==> config.mk <==
export PLATFORM = sky130hd
export DESIGN_NAME = fpnew_divsqrt_iter
export DESIGN_NICKNAME = d
export VERILOG_FILES = /design/src/rtl/fpnew_pkg.sv /design/src/rtl/fpnew_divsqrt_result_fifo.sv /design/src/rtl/fpnew_divsqrt_iter.sv
export SDC_FILE = /design/constraint.sdc
export NUM_CORES = 1
export LEC_CHECK = 0
export ABC_AREA = 1
export BUFFER_PORTS_ARGS = -buffer_cell sky130_fd_sc_hd__buf_2
export CAP_MARGIN = 20
export CELL_PAD_IN_SITES_DETAIL_PLACEMENT = 0
export CELL_PAD_IN_SITES_GLOBAL_PLACEMENT = 2
export CORE_MARGIN = 1.5
export CORE_UTILIZATION = 33
export DETAILED_ROUTE_END_ITERATION = 7
export PLACE_DENSITY = 0.77
export SKIP_CTS_REPAIR_TIMING = 1
export SLEW_MARGIN = 25
export SYNTH_ARGS = -nofsm -noshare
export SYNTH_HDL_FRONTEND = slang
export SYNTH_SLANG_ARGS = --single-unit
==> constraint.sdc <==
create_clock -name clk_i -period 3.8 [get_ports clk_i]
set_input_delay 0.57 -clock clk_i [delete_from_list [all_inputs] [get_ports clk_i]]
set_output_delay 0.57 -clock clk_i [all_outputs]
set_load 0.01 [all_outputs]
==> src/rtl/fpnew_pkg.sv <==
// Shared types for the FPnew iterative divide / square-root engine.
// Holds the operation encoding, FSM states and the per-operation cycle-count helper.
package fpnew_pkg;

    typedef enum logic {
        ITER_DIV  = 1'b0,
        ITER_SQRT = 1'b1
    } iter_op_e;

    typedef enum logic {
        IDLE = 1'b0,
        RUN  = 1'b1
    } iter_state_e;

    // Division retires `width` result bits; square root retires width/2.
    function automatic int iter_cycles(input int width, input int bpc, input iter_op_e op);
        int bits;
        bits = (op == ITER_SQRT) ? width / 2 : width;
        return (bits + bpc - 1) / bpc;
    endfunction

endpackage

==> src/rtl/fpnew_divsqrt_result_fifo.sv <==
// In-order result buffer for the divide / square-root engine.
// Generic over the entry type; flush empties it on the next edge.
module fpnew_divsqrt_result_fifo #(
    parameter type entry_t = logic,
    parameter int  Depth   = 2,
    localparam int PtrW    = (Depth > 1) ? $clog2(Depth) : 1,
    localparam int CntW    = $clog2(Depth + 1)
) (
    input  logic            clk_i,
    input  logic            rst_ni,
    input  logic            flush_i,
    input  logic            push_i,
    input  entry_t          data_i,
    input  logic            pop_i,
    output entry_t          data_o,
    output logic            valid_o,
    output logic [CntW-1:0] count_o
);

    entry_t            mem [Depth];
    logic [PtrW-1:0]   rd_ptr_q;
    logic [PtrW-1:0]   wr_ptr_q;
    logic [CntW-1:0]   count_q;
    logic              do_push;
    logic              do_pop;

    function automatic logic [PtrW-1:0] next_ptr(input logic [PtrW-1:0] p);
        return (p == PtrW'(Depth - 1)) ? '0 : p + 1'b1;
    endfunction

    assign do_push = push_i && !flush_i && (count_q != CntW'(Depth));
    assign do_pop  = pop_i && !flush_i && (count_q != '0);

    always_ff @(posedge clk_i or negedge rst_ni) begin
        if (!rst_ni) begin
            rd_ptr_q <= '0;
            wr_ptr_q <= '0;
            count_q  <= '0;
        end else if (flush_i) begin
            rd_ptr_q <= '0;
            wr_ptr_q <= '0;
            count_q  <= '0;
        end else begin
            if (do_push) wr_ptr_q <= next_ptr(wr_ptr_q);
            if (do_pop)  rd_ptr_q <= next_ptr(rd_ptr_q);
            case ({do_push, do_pop})
                2'b10:   count_q <= count_q + 1'b1;
                2'b01:   count_q <= count_q - 1'b1;
                default: count_q <= count_q;
            endcase
        end
    end

    // Payload storage needs no reset: valid_o gates it.
    always_ff @(posedge clk_i) begin
        if (do_push) mem[wr_ptr_q] <= data_i;
    end

    assign data_o  = mem[rd_ptr_q];
    assign valid_o = (count_q != '0);
    assign count_o = count_q;

endmodule

==> src/rtl/fpnew_divsqrt_iter.sv <==
// Iterative unsigned divide / integer square root, BitsPerCycle bits per clock.
// Define FPNEW_DIVSQRT_EARLY_EXIT_EN to finish zero-operand and divide-by-zero cases in one cycle.
module fpnew_divsqrt_iter
    import fpnew_pkg::*;
#(
    parameter int  Width        = 24,
    parameter int  BitsPerCycle = 1,
    parameter int  ResultDepth  = 2,
    parameter type TagType      = logic
) (
    input  logic             clk_i,
    input  logic             rst_ni,
    input  logic             in_valid_i,
    output logic             in_ready_o,
    input  iter_op_e         op_i,
    input  logic [Width-1:0] operand_a_i,
    input  logic [Width-1:0] operand_b_i,
    input  TagType           tag_i,
    input  logic             flush_i,
    output logic             out_valid_o,
    input  logic             out_ready_i,
    output logic [Width-1:0] result_o,
    output logic [Width-1:0] remainder_o,
    output logic             inexact_o,
    output logic             div_by_zero_o,
    output TagType           tag_o,
    output logic             busy_o
);

    localparam int RemW      = Width + 2;
    localparam int CntW      = $clog2(Width + 1);
    localparam int FifoCntW  = $clog2(ResultDepth + 1);
    localparam int NiterDiv  = iter_cycles(Width, BitsPerCycle, ITER_DIV);
    localparam int NiterSqrt = iter_cycles(Width, BitsPerCycle, ITER_SQRT);
    localparam int LastDiv   = Width - (NiterDiv - 1) * BitsPerCycle;
    localparam int LastSqrt  = Width / 2 - (NiterSqrt - 1) * BitsPerCycle;

    typedef struct packed {
        logic [Width-1:0] result;
        logic [Width-1:0] remainder;
        logic             inexact;
        logic             div_by_zero;
        TagType           tag;
    } entry_t;

    // Both ports use valid/ready: a transfer happens on a rising edge where valid and ready are both high.
    iter_state_e         state_q, state_d;
    logic [CntW-1:0]     cnt_q, cnt_d;
    logic [Width-1:0]    a_q, a_d;
    logic [RemW-1:0]     rem_q, rem_d;
    logic [Width-1:0]    res_q, res_d;
    logic [Width-1:0]    b_q;
    iter_op_e            op_q;
    TagType              tag_q;
    logic                early_q, early_d;

    logic [Width-1:0]    s_a;
    logic [RemW-1:0]     s_rem;
    logic [Width-1:0]    s_res;
    logic [RemW-1:0]     sh;
    logic [RemW-1:0]     trial;
    int                  n_steps;

    logic                accept;
    logic                push;
    logic                is_dz;
    entry_t              push_entry;
    entry_t              head;
    logic                fifo_valid;
    logic [FifoCntW-1:0] fifo_count;

    assign in_ready_o = (state_q == IDLE) && (fifo_count < FifoCntW'(ResultDepth)) && !flush_i;
    assign accept     = in_valid_i && in_ready_o;

`ifdef FPNEW_DIVSQRT_EARLY_EXIT_EN
    assign early_d = ((op_i == ITER_DIV) && ((operand_b_i == '0) || (operand_a_i == '0)))
                  || ((op_i == ITER_SQRT) && (operand_a_i == '0));
`else
    assign early_d = 1'b0;
`endif

    // Restoring steps for this cycle; the final cycle only runs the leftover steps.
    always_comb begin
        s_a     = a_q;
        s_rem   = rem_q;
        s_res   = res_q;
        sh      = '0;
        trial   = '0;
        n_steps = (cnt_q == CntW'(1)) ? ((op_q == ITER_DIV) ? LastDiv : LastSqrt) : BitsPerCycle;
        for (int i = 0; i < BitsPerCycle; i++) begin
            if (i < n_steps) begin
                if (op_q == ITER_DIV) begin
                    sh    = {s_rem[RemW-2:0], s_a[Width-1]};
                    trial = {2'b00, b_q};
                    s_a   = s_a << 1;
                end else begin
                    sh    = {s_rem[RemW-3:0], s_a[Width-1 -: 2]};
                    trial = {s_res, 2'b01};
                    s_a   = s_a << 2;
                end
                if (sh >= trial) begin
                    s_rem = sh - trial;
                    s_res = {s_res[Width-2:0], 1'b1};
                end else begin
                    s_rem = sh;
                    s_res = {s_res[Width-2:0], 1'b0};
                end
            end
        end
    end

    // Early-exit cases all leave the remainder equal to the untouched operand a.
    always_comb begin
        is_dz                  = (op_q == ITER_DIV) && (b_q == '0);
        push_entry             = '0;
        push_entry.result      = early_q ? (is_dz ? '1 : '0) : s_res;
        push_entry.remainder   = early_q ? a_q : s_rem[Width-1:0];
        push_entry.inexact     = !is_dz && (push_entry.remainder != '0);
        push_entry.div_by_zero = is_dz;
        push_entry.tag         = tag_q;
    end

    always_comb begin
        state_d = state_q;
        cnt_d   = cnt_q;
        a_d     = a_q;
        rem_d   = rem_q;
        res_d   = res_q;
        push    = 1'b0;
        case (state_q)
            IDLE: begin
                if (accept) begin
                    state_d = RUN;
                    cnt_d   = (op_i == ITER_DIV) ? CntW'(NiterDiv) : CntW'(NiterSqrt);
                    a_d     = operand_a_i;
                    rem_d   = '0;
                    res_d   = '0;
                end
            end
            RUN: begin
                a_d   = s_a;
                rem_d = s_rem;
                res_d = s_res;
                cnt_d = cnt_q - 1'b1;
                if ((cnt_q == CntW'(1)) || early_q) begin
                    push    = 1'b1;
                    state_d = IDLE;
                    cnt_d   = '0;
                end
            end
            default: state_d = IDLE;
        endcase
        if (flush_i) begin
            state_d = IDLE;
            cnt_d   = '0;
            push    = 1'b0;
        end
    end

    always_ff @(posedge clk_i or negedge rst_ni) begin
        if (!rst_ni) begin
            state_q <= IDLE;
            cnt_q   <= '0;
            a_q     <= '0;
            rem_q   <= '0;
            res_q   <= '0;
            b_q     <= '0;
            op_q    <= ITER_DIV;
            tag_q   <= '0;
            early_q <= 1'b0;
        end else begin
            state_q <= state_d;
            cnt_q   <= cnt_d;
            a_q     <= a_d;
            rem_q   <= rem_d;
            res_q   <= res_d;
            if (accept) begin
                b_q     <= operand_b_i;
                op_q    <= op_i;
                tag_q   <= tag_i;
                early_q <= early_d;
            end
        end
    end

    fpnew_divsqrt_result_fifo #(
        .entry_t (entry_t),
        .Depth   (ResultDepth)
    ) i_result_fifo (
        .clk_i   (clk_i),
        .rst_ni  (rst_ni),
        .flush_i (flush_i),
        .push_i  (push),
        .data_i  (push_entry),
        .pop_i   (out_ready_i && out_valid_o),
        .data_o  (head),
        .valid_o (fifo_valid),
        .count_o (fifo_count)
    );

    assign out_valid_o   = fifo_valid && !flush_i;
    assign result_o      = head.result;
    assign remainder_o   = head.remainder;
    assign inexact_o     = head.inexact;
    assign div_by_zero_o = head.div_by_zero;
    assign tag_o         = head.tag;
    assign busy_o        = (state_q == RUN) || (fifo_count != '0);

endmodule

==> reports/qor.txt, run 1 <==
status: finished clean
crit-path cells: buf_12 > o21ai_0 > inv_1 > ha_1 > nand2_1 > nand2_1 > nand2_1 > nand2_1 > nand2_1 > nand2_1 > nand2_2 > nand3_4 > buf_4 > nand3_2 > nand2_1 > nor2_1 > nand2_1 > nor2_2 > buf_4 > a21oi_1
H-tree levels: 1
Detailed Place HPWL: 23,380 um
main flop type after synthesis: dfrtp_1
Die Height: 187.2 um
asr flop ratio synth: 51.66%
minimum clock period: 3476 ps
Worst setup EP type: flop
Fillers: 3,411
Yosys top cell area share: 27.36%
CTS tree: built
DRT iter0 DRCs: 534
fin crit share: 91.47%
Max transition margin: 49.16%
vias in the first global route: 8,671
Die Width: 187.2 um
Routed Antenna Nets: 0
required time worst endpoint: 4040 ps
endpoints failing hold: 0
num rows: 67
Top delay family on crit path: simple AND/OR/NAND/NOR gates
Skew-Pair Late Insertion Delay: 510 ps
Critical Path Fanout Max: 61
Synthesized Nets: 1,338
nets@finish: 1,464
FF+latch area: 0.005796 mm2
first-pass iteration count of the detailed router: 6
TNS Setup: 0 ps
post-layout util: 39.67%
placed cells: 1,803
Final Skew: 23.56 ps
mapped cell area: 0.01120 mm2
CTS Buf Count: 23
Slew Limit Fails: 0
Fmax: 287.7 MHz
first-pass GRT wire length: 49,850 um
CP max stage cell: dfrtp_4
largest net degree at the start of global routing: 79
Worst Path Arrival: 3710 ps
Least-Margin Pin Slew: 762.6 ps
Worst-path clk slew: 70 ps
drt drc: 0
CTS Buffer Depth: 3
Final Setup Violations: 0
initial antenna violation count: 2
area leader, netlist: edfxtp_1
mean post-synth cell area: 8.929 um2
GR Util All Layers: 17.97%
critical path type: flop to flop
post-route insts no fill: 1,846
final non-filler cell area: 0.01327 mm2
Crit path largest cell delay: 510 ps
area grow syn2layout: 18.52%
Synth Instances: 1,254
GPL Wtd Cong: 0.8475
RSZ-0062 raised after global routing: false
Hold Path Class: input pin to async pin
IO buf count: 108
Die Area: 0.03504 mm2
Via density: 4.751
max cap viols: 0
I/O pin total: 109
Multi-input gate area: 0.004528 mm2
crit start category: flop
worst path bufs/invs: 4
proportion of synthesized chip area in sequential cells: 51.72%
number of flops mapped to enable cells by yosys: 102
register bit total from synthesis: 211
main area contributors after synthesis: edfxtp_1 (27%), dfrtp_1 (24%), nand2_1 (11%), mux2_2 (7.5%), inv_1 (6.0%)
Initial Util: 33.48%
Cell variety after synth: 37
Total Wirelength: 31,240 um
Most Frequent Cell on Critical Path: nand2_1
Avg WL per Cell: 16.92 um
core box area: 0.03345 mm2
Ys Warns: 0
grt total ovfl: 0
Cell Area, Placed: 0.01249 mm2
via count: 8,771
CTS Sinks: 211
share of cells above drive strength 1: 20.54%
root buf cell: clkbuf_16
path summary, 6_finish.rpt:
kind | start | to | slack, ps | cells past startpoint
hold / removal | rst_ni | i_result_fifo.count_o[0]$_DFFE_PN0P_ | 100 | 1
setup reg to reg | op_q$_DFFE_PN0P_ | i_result_fifo.mem[0][2]$_DFFE_PP_ | 320 | 20
hold reg to reg | res_q[13]$_DFFE_PN0P_ | i_result_fifo.mem[0][41]$_DFFE_PP_ | 470 | 0
min in group clk_i | operand_b_i[14] | b_q[14]$_DFFE_PN0P_ | 290 | 2
max in group asynchronous | rst_ni | b_q[12]$_DFFE_PN0P_ | 2870 | 2
setup / recovery | op_q$_DFFE_PN0P_ | i_result_fifo.mem[0][2]$_DFFE_PP_ | 320 | 20
cells in the final DEF (no fill, tap or decap), types with 2 or more instances in the layout:
master / instances
a21oi_1: 31
a22o_1: 3
a31oi_1: 23
buf_12: 5
buf_2: 107
buf_4: 38
bufinv_16: 3
clkbuf_1: 8
clkbuf_16: 23
clkbuf_8: 4
clkinv_1: 2
dfrtp_1: 107
edfxtp_1: 102
ha_1: 28
inv_1: 178
inv_2: 6
mux2_2: 75
nand2_1: 322
nand2_2: 5
nand3_1: 24
nand3_2: 5
nand3b_1: 6
nand4_1: 22
nor2_1: 89
nor2_2: 7
nor2_4: 3
nor3_1: 4
nor4_1: 8
o211ai_1: 2
o21ai_0: 83
o21ai_1: 7
o21bai_1: 3
o22ai_1: 39
xnor2_1: 9
xor2_1: 5
Yosys cell counts (all sizes together) (2+ instances only):
cell type	instances
inv	184
o21ai	90
edfxtp	102
nor2	99
xor2	5
a31oi	23
o211ai	2
a21oi	31
o21bai	3
mux2	75
buf	12
nand4	22
nand3b	6
nand3	30
a22o	3
dfrtp	109
xnor2	9
o22ai	39
clkbuf	37
ha	28
nor4	8
nor3	4
nand2	328
cells by family (layout without fill, tap and decap cells):
family                     count (synthesis)  in the layout  synth area share, %
adders and majority gates                 29             29                3.308
muxes                                     75             75                7.543
DFF                                      211            211                51.72
buffers and inverters                    233            376                8.023
AOI/OAI and AO/OA                        194            194                9.655
other                                      0              1                    0
xor gates and xnor gates                  14             14                1.095
and+or+nand+nor                          498            498                18.66
layer usage:
layer	up-vias	wire (um)	global-route usage, %	share of wire [%]
li1	4414	-	-	-
met1	4135	14760	25.11	47
met2	186	14720	29.67	47
met3	34	1169	2.308	3.7
met4	2	563	4.094	1.8
met5	-	18	0	0.058
metrics by stage:
step | worst slack (ps) | hold slack [ps]
after global placement | 176.9 | 449.6
after floorplan | 68.52 | 274.4
final | 324.2 | 95.59
after CTS | 183.6 | 109.0
after global routing | 74.65 | 120.4
after detailed placement | 178.1 | 458.1
state kept, by name, summed over array words and instances (netlist names):
signal,cells
cnt_q,5
state_q,1
b_q,24
res_q,24
tag_q,1
rem_q,25
i_result_fifo.count_o,2
i_result_fifo.mem,102
op_q,1
i_result_fifo.wr_ptr_q,1
i_result_fifo.rd_ptr_q,1
a_q,24
final cells by class:
type                            count  area share, %
Sequential cell                   211          43.67
Clock buffer                       35          4.978
Multi-Input combinational cell    810          34.12
Timing Repair Buffer              150          6.939
Tap cell                          448          4.224
Clock inverter                      7         0.8392
Inverter                          184          5.205
Antenna cell                        1        0.01886
worst reg2reg max path: cells and delay by family, from the launching register on:
family / cells / cell delay (ps)
AND/OR/NAND/NOR: 13 / 1320
buffers and inverters: 4 / 620
adder cells (fa/ha/maj): 1 / 370
flip-flops: 1 / 510
AO/OA/AOI/OAI: 2 / 410
Power of run 1 is left out: the tool's default activity adds up to more than one toggle a clock period on the data nets, which glitch-free logic cannot reach.
==> run 2: changes to the inputs <==
- CORE_UTILIZATION: 33 -> 40
- PLACE_DENSITY: 0.77 -> 0.86
- SKIP_LAST_GASP: default -> 1
- SYNTH_HIERARCHICAL: default -> 1
- clock period: 3.8 -> 4.19 ns (I/O delays scaled with it)
==> run 2 against run 1 <==
Compared with the run above: global-route usage is 3.2 points higher; fmax fell by 9.4%; register-to-register slack improved by 30 ps; highest routed layer is now met4; via count is 3.0% higher; sequential share of layout area is 0.29 points higher; synthesized area rose by 2.3%; clock-buffer cell count down 8; hold slack better by 23 ps; flip-flop and latch count unchanged.
==> reports/qor.txt, run 2 <==
H-tree levels: 1 (unchanged)
Peak VDD IR: 426.6 uV
asr flop ratio synth: 51.66% (unchanged)
Final Setup Violations: 0 (unchanged)
post-synthesis adder-cell area fraction: 3.234% (was 3.308%)
Slew Limit Fails: 0 (unchanged)
post-route insts no fill: 1,771 (was 1,846)
Sw Share: 46.58%
number of flops mapped to enable cells by yosys: 102 (unchanged)
Synthesized Nets: 1,363 (was 1,338)
Largest Register: i_result_fifo/mem (was i_result_fifo.mem)
Synth Instances: 1,279 (was 1,254)
Cell variety after synth: 45 (was 37)
DRT iter0 DRCs: 603 (was 534)
post-layout util: 47.07% (was 39.67%)
Most Frequent Cell on Critical Path: nand2_1 (unchanged)
Detailed Place HPWL: 23,150 um (was 23,380 um)
Max transition margin: 41.92% (was 49.16%)
worst path bufs/invs: 1 (was 4)
Yosys top cell area share: 26.74% (was 27.36%)
pwr dens: 854.1 mW/mm2
reg-to-reg endpoint: i_result_fifo/mem[1][2]$_DFFE_PP_ (was i_result_fifo.mem[0][2]$_DFFE_PP_)
Worst Path Arrival: 4060 ps (was 3710 ps)
nets@finish: 1,460 (was 1,464)
most common cell after layout, fill and taps aside: nand2_1 (unchanged)
Flop pwr share: 28.0%
worst reg2reg startpoint: op_q$_DFFE_PN0P_ (unchanged)
Hold WS: 119.0 ps (was 95.59 ps)
CTS Buffer Depth: 3 (unchanged)
main flop type after synthesis: dfrtp_1 (unchanged)
core box area: 0.02801 mm2 (was 0.03345 mm2)
mapped cell area: 0.01145 mm2 (was 0.01120 mm2)
Levels on crit path: 17 (was 20)
register bit total from synthesis: 211 (unchanged)
largest net degree at the start of global routing: 73 (was 79)
post-synthesis mux area share: 7.374% (was 7.543%)
drt drc: 0 (unchanged)
GR peak layer: met2 (unchanged)
crit-path cells: buf_12 > o21ai_0 > ha_1 > nand2_1 > nand2_1 > nand2_1 > nand2_1 > nand2_1 > nand2_2 > nor2_8 > nand3_4 > nand3_1 > nand2_2 > nor2_1 > nand2_1 > nor2_2 > a21oi_2 (was buf_12 > o21ai_0 > inv_1 > ha_1 > nand2_1 > nand2_1 > nand2_1 > nand2_1 > nand2_1 > nand2_1 > nand2_2 > nand3_4 > buf_4 > nand3_2 > nand2_1 > nor2_1 > nand2_1 > nor2_2 > buf_4 > a21oi_1)
GR Util All Layers: 21.12% (was 17.97%)
Avg WL per Cell: 17.52 um (was 16.92 um)
Top delay family on crit path: simple AND/OR/NAND/NOR gates (unchanged)
Least-Margin Pin Slew: 869.1 ps (was 762.6 ps)
Synth Area in Compound Gates: 9.329% (was 9.655%)
Die Width: 172.2 um (was 187.2 um)
CTS tree: built (unchanged)
Skew-Pair Late Insertion Delay: 510 ps (about the same)
Crit path largest cell delay: 620 ps (was 510 ps)
endpoints failing hold: 0 (unchanged)
max reg flops: 102 (unchanged)
area grow syn2layout: 15.11% (was 18.52%)
Internal: 6.015 mW
first-pass iteration count of the detailed router: 5 (was 6)
GR Util met2: 34.73% (was 29.67%)
status: finished clean (unchanged)
switching power: 5.245 mW
diodes inserted: 0 (was 1)
Simple-Gate Fraction of Synth Area: 20.17% (was 18.66%)
clock network power share: 18.5%
R2R Setup Slk: 350 ps (was 320 ps)
grt total ovfl: 0 (unchanged)
crit start category: flop (unchanged)
RSZ-0062 raised after global routing: false (unchanged)
area leader, netlist: edfxtp_1 (unchanged)
Worst-path clk slew: 60 ps (was 70 ps)
vias in the first global route: 8,730 (was 8,671)
GPL Wtd Cong: 0.8776 (was 0.8475)
Fillers: 2,776 (was 3,411)
main area contributors after synthesis: edfxtp_1 (27%), dfrtp_1 (24%), nand2_1 (10%), mux2_2 (6.9%), inv_1 (5.9%) (was edfxtp_1 (27%), dfrtp_1 (24%), nand2_1 (11%), mux2_2 (7.5%), inv_1 (6.0%))
Comb power frac: 53.5%
PnR worst setup slack: 354.8 ps (was 324.2 ps)
most frequent cells in the layout: nand2_1 (303), inv_1 (178), dfrtp_1 (107), buf_2 (107), edfxtp_1 (102) (was nand2_1 (322), inv_1 (178), dfrtp_1 (107), buf_2 (107), edfxtp_1 (102))
Ys Warns: 6 (was 0)
root buf cell: clkbuf_16 (unchanged)
placed cells: 1,728 (was 1,803)
max cap viols: 0 (unchanged)
initial antenna violation count: 0 (was 2)
I/O pin total: 109 (unchanged)
CTS Buf Count: 23 (unchanged)
pre-CTS WS: 254.9 ps (was 178.1 ps)
fin crit share: 91.53% (was 91.47%)
Die Area: 0.02966 mm2 (was 0.03504 mm2)
required time worst endpoint: 4420 ps (was 4040 ps)
GRT met3 Usage: 2.358% (was 2.308%)
Via density: 5.099 (was 4.751)
most frequent cells after synthesis: nand2_1 (304), inv_1 (179), dfrtp_1 (109) (was nand2_1 (323), inv_1 (178), dfrtp_1 (109))
critical path type: flop to flop (unchanged)
largest family of logic cells by synthesized area: simple AND/OR/NAND/NOR gates (unchanged)
Worst R2R Path Depth: 17 (was 20)
top-count cell post-synth: nand2_1 (unchanged)
Final Skew: 20.21 ps (was 23.56 ps)
num rows: 61 (was 67)
proportion of synthesized chip area in sequential cells: 50.56% (was 51.72%)
share of cells above drive strength 1: 21.25% (was 20.54%)
minimum clock period: 3835 ps (was 3476 ps)
CP max stage cell: dfrtp_4 (unchanged)
Worst setup EP type: flop (unchanged)
post-synthesis xor/xnor area fraction: 0.7647% (was 1.095%)
Die Height: 172.2 um (was 187.2 um)
leakage: 5.994 nW
TNS Setup: 0 ps (unchanged)
Hold Path Class: input pin to async pin (unchanged)
Initial Util: 40.89% (was 33.48%)
Total Wirelength: 31,020 um (was 31,240 um)
Largest regs: i_result_fifo/mem (102), rem_q (25) (was i_result_fifo.mem (102), rem_q (25))
Routed Antenna Nets: 0 (unchanged)
Fmax: 260.7 MHz (was 287.7 MHz)
Critical Path Fanout Max: 41 (was 61)
CTS Sinks: 211 (unchanged)
IO buf count: 108 (unchanged)
mean post-synth cell area: 8.955 um2 (was 8.929 um2)
via count: 9,030 (was 8,771)
GR Util met1: 29.43% (was 25.11%)
first-pass GRT wire length: 47,940 um (was 49,850 um)
==> run 2: power by group through the flow <==
| stage | Combinational, mW | Clock (mW) | Sequential (mW) |
|---|---|---|---|
| after floorplan | 4.46 | 0 | 3.03 |
| after global placement | 6.01 | 0 | 3.18 |
| after detailed placement | 6.03 | 0 | 3.18 |
| after CTS | 6.05 | 2.13 | 3.15 |
| after global routing | 6.81 | 2.20 | 3.20 |
| final | 6.03 | 2.08 | 3.15 |
==> run 2: logic make-up after synthesis <==
logic type	count (synthesis)
compound gates	193
buf+inv	241
mux	75
xor+xnor	10
simple gates	520
fa+ha+maj	29
flops	211
==> run 2: worst max-delay path by stage <==
stage | to | from
after floorplan | i_result_fifo/mem[0][0]$_DFFE_PP_ | flush_i
after global placement | i_result_fifo/mem[0][2]$_DFFE_PP_ | op_q$_DFFE_PN0P_
after detailed placement | i_result_fifo/mem[1][2]$_DFFE_PP_ | op_q$_DFFE_PN0P_
after CTS | i_result_fifo/mem[0][2]$_DFFE_PP_ | op_q$_DFFE_PN0P_
after global routing | i_result_fifo/mem[1][2]$_DFFE_PP_ | op_q$_DFFE_PN0P_
final | i_result_fifo/mem[1][2]$_DFFE_PP_ | op_q$_DFFE_PN0P_
==> run 2: area by class of cell <==
cell class | count | area (um2) | area share (%)
inverter | 190 | 715.7 | 5.428
multi-input combinational | 828 | 4708 | 35.71
clock inverter | 15 | 190.2 | 1.443
clock buffer | 27 | 590.6 | 4.479
tap | 378 | 473.0 | 3.587
sequential | 211 | 5796 | 43.96
timing repair buffer | 122 | 710.7 | 5.391
==> run 2: stage by stage <==
| stage | cell area (um2) | total power [mW] |
|---|---|---|
| after global routing | 13180 | 12.21 |
| after CTS | 13170 | 11.32 |
| after detailed placement | 12390 | 9.209 |
| after floorplan | 11450 | 7.489 |
| after global placement | 12390 | 9.189 |
| final | 13180 | 11.26 |
==> run 2: metal layers <==
layer / part of all wire [%] / routed length [um]
met2: 46 / 14340
met4: 2.8 / 859
met1: 47 / 14450
met5: 0 / 0
met3: 4.4 / 1368
No activity file was read; power rests on OpenSTA's default activity.
